--- src/rtl/button_conditioner_if.sv ---
// Pushbutton conditioning bus: raw button inputs in, debounced level and event pulses out.
interface button_conditioner_if #(
  parameter int NUM_BTN = 4
);
  logic [NUM_BTN-1:0] button_raw;
  logic [NUM_BTN-1:0] btn_level;
  logic [NUM_BTN-1:0] btn_press;
  logic [NUM_BTN-1:0] btn_release;
  logic [NUM_BTN-1:0] btn_hold;

  modport master (
    output button_raw,
    input  btn_level, btn_press, btn_release, btn_hold
  );

  modport slave (
    input  button_raw,
    output btn_level, btn_press, btn_release, btn_hold
  );
endinterface

--- src/rtl/button_conditioner.sv ---
// Per-button synchronizer, debounce filter, level/press/release outputs and a
// one-shot long-hold pulse; every channel is an independent copy.
module button_conditioner #(
  parameter int NUM_BTN         = 4,
  parameter int DEBOUNCE_CYCLES = 250000,
  parameter int HOLD_CYCLES     = 25000000
) (
  input logic                 clk,
  input logic                 rst,
  button_conditioner_if.slave bus
);

  localparam int DW = $clog2(DEBOUNCE_CYCLES + 1);
  localparam int HW = $clog2(HOLD_CYCLES + 1);
  localparam logic [DW-1:0] DMAX = DW'(DEBOUNCE_CYCLES);
  localparam logic [HW-1:0] HMAX = HW'(HOLD_CYCLES);

  localparam logic [1:0] RELEASED     = 2'd0;
  localparam logic [1:0] PRESS_WAIT   = 2'd1;
  localparam logic [1:0] PRESSED      = 2'd2;
  localparam logic [1:0] RELEASE_WAIT = 2'd3;

  for (genvar i = 0; i < NUM_BTN; i++) begin : g_ch
    logic          s1_q, s2_q;
    logic [1:0]    state_q, state_d;
    logic [DW-1:0] dcnt_q, dcnt_d;
    logic [HW-1:0] hcnt_q, hcnt_d;
    logic          level_q, level_d;
    logic          press_q, press_d;
    logic          release_q, release_d;
    logic          hold_q, hold_d;

    always_comb begin
      state_d   = state_q;
      dcnt_d    = dcnt_q;
      hcnt_d    = hcnt_q;
      level_d   = level_q;
      press_d   = 1'b0;
      release_d = 1'b0;
      hold_d    = 1'b0;
      case (state_q)
        RELEASED: begin
          level_d = 1'b0;
          if (s2_q) begin
            dcnt_d  = DW'(1);
            state_d = PRESS_WAIT;
          end
        end
        PRESS_WAIT: begin
          if (!s2_q) begin
            dcnt_d  = '0;
            state_d = RELEASED;
          end else if (dcnt_q >= DMAX) begin
            level_d = 1'b1;
            press_d = 1'b1;
            dcnt_d  = '0;
            hcnt_d  = '0;
            state_d = PRESSED;
          end else begin
            dcnt_d = dcnt_q + 1'b1;
          end
        end
        PRESSED, RELEASE_WAIT: begin
          // The hold timer runs through a pending release so a bounce does not
          // restart or re-arm the long-hold pulse.
          if (hcnt_q != HMAX) hcnt_d = hcnt_q + 1'b1;
          hold_d = (hcnt_q == HMAX - HW'(1));
          if (state_q == PRESSED) begin
            level_d = 1'b1;
            if (!s2_q) begin
              dcnt_d  = DW'(1);
              state_d = RELEASE_WAIT;
            end
          end else if (s2_q) begin
            dcnt_d  = '0;
            state_d = PRESSED;
          end else if (dcnt_q >= DMAX) begin
            level_d   = 1'b0;
            release_d = 1'b1;
            dcnt_d    = '0;
            state_d   = RELEASED;
          end else begin
            dcnt_d = dcnt_q + 1'b1;
          end
        end
        default: state_d = RELEASED;
      endcase
    end

    always_ff @(posedge clk) begin
      if (rst) begin
        s1_q      <= 1'b0;
        s2_q      <= 1'b0;
        state_q   <= RELEASED;
        dcnt_q    <= '0;
        hcnt_q    <= '0;
        level_q   <= 1'b0;
        press_q   <= 1'b0;
        release_q <= 1'b0;
        hold_q    <= 1'b0;
      end else begin
        s1_q      <= bus.button_raw[i];
        s2_q      <= s1_q;
        state_q   <= state_d;
        dcnt_q    <= dcnt_d;
        hcnt_q    <= hcnt_d;
        level_q   <= level_d;
        press_q   <= press_d;
        release_q <= release_d;
        hold_q    <= hold_d;
      end
    end

    assign bus.btn_level[i]   = level_q;
    assign bus.btn_press[i]   = press_q;
    assign bus.btn_release[i] = release_q;
    assign bus.btn_hold[i]    = hold_q;
  end

endmodule

--- src/flat_wrapper.sv ---
// flat-port wrapper written by rule: the top's interface ports become plain ports
module button_conditioner_flat 
#(
  parameter int NUM_BTN         = 4,
  parameter int DEBOUNCE_CYCLES = 250000,
  parameter int HOLD_CYCLES     = 25000000
)
  (clk, rst, bus_button_raw, bus_btn_level, bus_btn_press, bus_btn_release, bus_btn_hold);
  button_conditioner_if #(.NUM_BTN(NUM_BTN)) bus_i ();
  input logic clk;
  input logic rst;
  input wire logic [$bits(bus_i.button_raw)-1:0] bus_button_raw;
  output wire logic [$bits(bus_i.btn_level)-1:0] bus_btn_level;
  output wire logic [$bits(bus_i.btn_press)-1:0] bus_btn_press;
  output wire logic [$bits(bus_i.btn_release)-1:0] bus_btn_release;
  output wire logic [$bits(bus_i.btn_hold)-1:0] bus_btn_hold;
  assign bus_i.button_raw = bus_button_raw;
  assign bus_btn_level = bus_i.btn_level;
  assign bus_btn_press = bus_i.btn_press;
  assign bus_btn_release = bus_i.btn_release;
  assign bus_btn_hold = bus_i.btn_hold;
  button_conditioner #(.NUM_BTN(NUM_BTN), .DEBOUNCE_CYCLES(DEBOUNCE_CYCLES), .HOLD_CYCLES(HOLD_CYCLES)) u_core (.clk(clk), .rst(rst), .bus(bus_i));
endmodule
--- config.mk ---
export PLATFORM = sky130hd
export DESIGN_NAME = button_conditioner_flat
export DESIGN_NICKNAME = d
export VERILOG_FILES = /design/src/rtl/button_conditioner_if.sv /design/src/rtl/button_conditioner.sv /design/src/flat_wrapper.sv
export SDC_FILE = /design/constraint.sdc
export NUM_CORES = 1
export LEC_CHECK = 0
export ABC_AREA = 1
export BUFFER_PORTS_ARGS = -buffer_cell sky130_fd_sc_hd__buf_2
export CAP_MARGIN = 20
export CORE_MARGIN = 4
export CORE_UTILIZATION = 40
export CTS_CLUSTER_SIZE = 16
export DETAILED_ROUTE_END_ITERATION = 8
export SLEW_MARGIN = 20
export SYNTH_ARGS = -nofsm -noshare
export SYNTH_HDL_FRONTEND = slang
export SYNTH_SLANG_ARGS = --single-unit
--- constraint.sdc ---
create_clock -name clk -period 2.2 [get_ports clk]
set_input_delay 0.33 -clock clk [delete_from_list [all_inputs] [get_ports clk]]
set_output_delay 0.33 -clock clk [all_outputs]
set_load 0.05 [all_outputs]
==> results.md <==
- PortBufs: 21
- Starting density of the core: slightly above 40%
- CP arrival: 2.45 ns
- Gr usage total: 18.2%
- Clk sinks: 204
- CP Launch Type: flop
- Primary FF master, synth: dfxtp_1
- Root Driver: clkbuf_16
- Top cell type's share of synthesized area: 31.1%
- CTS tree: built
- Pwr Total: 10.5 mW
- Via Count: 12920
- Cells after Synth: 2153
- Setup violators final: 0
- Flops & latches, synth: between 200 and 250
- Placed cells: 2569
- Ys Warns: 0
- Die Area: 35700 um^2
- Vias per Instance: roughly 5
- Final worst-path cycle share: 89.6%
- Pin count of the biggest net entering global routing: 44
- Boundary pin count: 22
- Antenna viol nets, final: 0
- Initial DRC Count: ~750
- CP dominant cell by count: nand2_1
- Slack of the critical path: 0.230 ns
- CP max FO: 8
- Synth unique cells: 45
- Wire length per cell: 12.4 um
- HPWL Detailed: 23300 um
- Critical path endpoint category: flop
- GRT overflow: 0
- Worst EP required: 2.68 ns
- CTS H-tree lvls: 1
- PD cells: 719 nW/um^2
- Area Overhead vs Synth: 11.0%
- HP Class: in -> reg
- Yosys top cell by area: dfxtp_1
- Syn avg cell area: 6.09 um^2
- FP Rows: 66
- # diodes: 0
- Minimum hold slack: between 0.1 and 0.15 ns
- Die Y: 189 um
- Final cell count without fillers: 2622
- Worst slew pin tran: about 0.53 ns
- Critical path, cell by cell: inv_1 -> ha_1 -> nand2_1 -> nand2_1 -> nor3_2 -> nand2_1 -> nor2_1 -> nand2_1 -> nor2_1 -> o21ai_0 -> nor2_1
- Vias in the first global route: 12214
- Clock skew: 0.00712 ns
- Drt drc: 0
- F_max: 0.508 GHz
- Routability cong.: 0.927
- Final core utilization: 44.9%
- Synth async-reset ratio: 0%
- Synth Cell Area: ~13000 um^2
- Max Slew Vio Count: 0
- WL met2: 14600 um
- Clock buffer depth: 3
- Most frequent cell after synthesis: nand2_1
- Num CTS Buffers: 26
- Crit-path slowest cell: dfxtp_1
- Crit Path Category: reg -> reg
- Final hold vios: 0
- Sequential area share after synthesis: 31.1%
- Nets: 2208
- Max rail drop VDD: roughly 0.51 mV
- Mapped Nets: 2199
- Max_slew headroom: 64.4%
- Setup WS pre-CTS: 0.179 ns
- DIE WIDTH: 189 um
- Fillers: 3502
- TNS Setup: 0 ns
- Clock slew at reported path FFs: 0.06 ns
- Top Layer Used: met4
- First-pass DRT Iterations: 5
- Critical path buffers and inverters: 1
- Max cap viols: 0
- Worst skew pair latency: 0.53 ns
- Critical path's largest stage delay: 0.45 ns
- Final instance area: 14600 um^2
- Placement Cell Area: 13600 um^2
- Initial antenna violation count: 0
- Final min period: 1.97 ns
- Number of flops mapped to enable cells by yosys: 0
- Commonest cells in the netlist: 664 x nand2_1, 355 x nor2_1, 207 x inv_1
- Delay-heaviest family, CP: simple AND/OR/NAND/NOR gates
- First-pass GRT wire length: 57300 um
- Largest cells by area after synthesis: dfxtp_1 31%, nand2_1 19%, nor2_1 10%
- Status: finished clean
- M1 WL: ~16000 um
- P_leak: roughly 4.9 nW
- Final wirelength: 32500 um
- WL met3: 1080 um
- Layout cells sized above 1: 6.47%
- Core area: 32500 um^2
- RSZ-0062 raised after global routing: no
==> metal layers <==
metal	global-route usage, %	vias to the layer above
met3	2.49	64
met1	24.9	5788
li1	-	6878
met5	0	-
met2	30.6	190
met4	4.65	0
==> sequential cells by signal, indices dropped and copies added, names as in the netlist, named ones only <==
register               flops
u_core.g_ch.dcnt_q        72
u_core.g_ch.hcnt_q       100
u_core.g_ch.hold_q         4
u_core.g_ch.level_q        4
u_core.g_ch.press_q        4
u_core.g_ch.release_q      4
u_core.g_ch.s1_q           4
u_core.g_ch.s2_q           4
u_core.g_ch.state_q        4
==> power by group <==
group          switching (mW)  internal (mW)
Sequential              0.106           3.79
Combinational            1.47          0.527
Clock                    1.66           2.91
==> placed cells by master (no fill, tap or decap), types with 5 or more instances in the layout <==
cell type	count
xor2_1	34
nor3b_1	6
nand3_1	165
a31oi_1	7
nor2_2	8
bufinv_16	5
inv_1	206
o21ai_0	47
nand2_1	663
nand2_2	11
dfxtp_1	204
clkbuf_1	6
nor3_1	63
buf_4	31
nor2_1	355
buf_2	20
clkbuf_16	27
ha_1	40
o21bai_1	12
a211oi_1	6
nand4_1	33
nand3b_1	7
a21oi_1	157
xnor2_1	11
inv_2	5
==> final timing paths <==
| check | start | end | slack (ns) | depth (start not counted) |
|---|---|---|---|---|
| min reg2reg | u_core.g_ch[2].s1_q | u_core.g_ch[2].s2_q | 0.40 | 2 |
| min | rst | u_core.g_ch[0].dcnt_q[4] | 0.12 | 2 |
| max reg2reg | flop | u_core.g_ch[2].dcnt_q[14] | 0.23 | 11 |
| max | flop | u_core.g_ch[2].dcnt_q[14] | 0.23 | 11 |
==> final cells by class <==
| class | count | area (um^2) | share of cell area (%) |
|---|---|---|---|
| flip-flops and latches | 204 | 4080 | 28.1 |
| repair buffers | 57 | 413 | 2.84 |
| inverters | 214 | 810 | 5.56 |
| clock inverters | 10 | 178 | 1.22 |
| well taps | 442 | 553 | 3.80 |
| multi-input cells | 1659 | 7780 | 53.5 |
| clock buffers | 36 | 739 | 5.08 |
==> worst reg2reg max path: stages (launching register included) <==
cell and delay, ns:
dfxtp_1 0.45, inv_1 0.10, ha_1 0.23, nand2_1 0.08, nand2_1 0.16, nor3_2 0.19
nand2_1 0.12, nor2_1 0.20, nand2_1 0.11, nor2_1 0.11, o21ai_0 0.09, nor2_1 0.09
==> repair_timing <==
action / 4_1_cts / 5_1_grt
endpoints found under the hold margin: 4 / 0
setup buffers: 0 / 3
hold buffers: 4 / 0
resized for setup: 0 / 5
setup endpoints to repair: 0 / 9
==> logic make-up (layout without fill, tap and decap cells) <==
| group | count (synthesis) | count (layout) | share of synthesized area [%] |
|---|---|---|---|
| and+or+nand+nor | 1334 | 1334 | 42.7 |
| adders and majority gates | 40 | 40 | 3.82 |
| AOI/OAI and AO/OA | 240 | 240 | 9.74 |
| xor gates and xnor gates | 45 | 45 | 3.01 |
| DFF | 204 | 204 | 31.1 |
| buffers and inverters | 290 | 317 | 9.61 |
No activity file was read; power rests on OpenSTA's default activity.
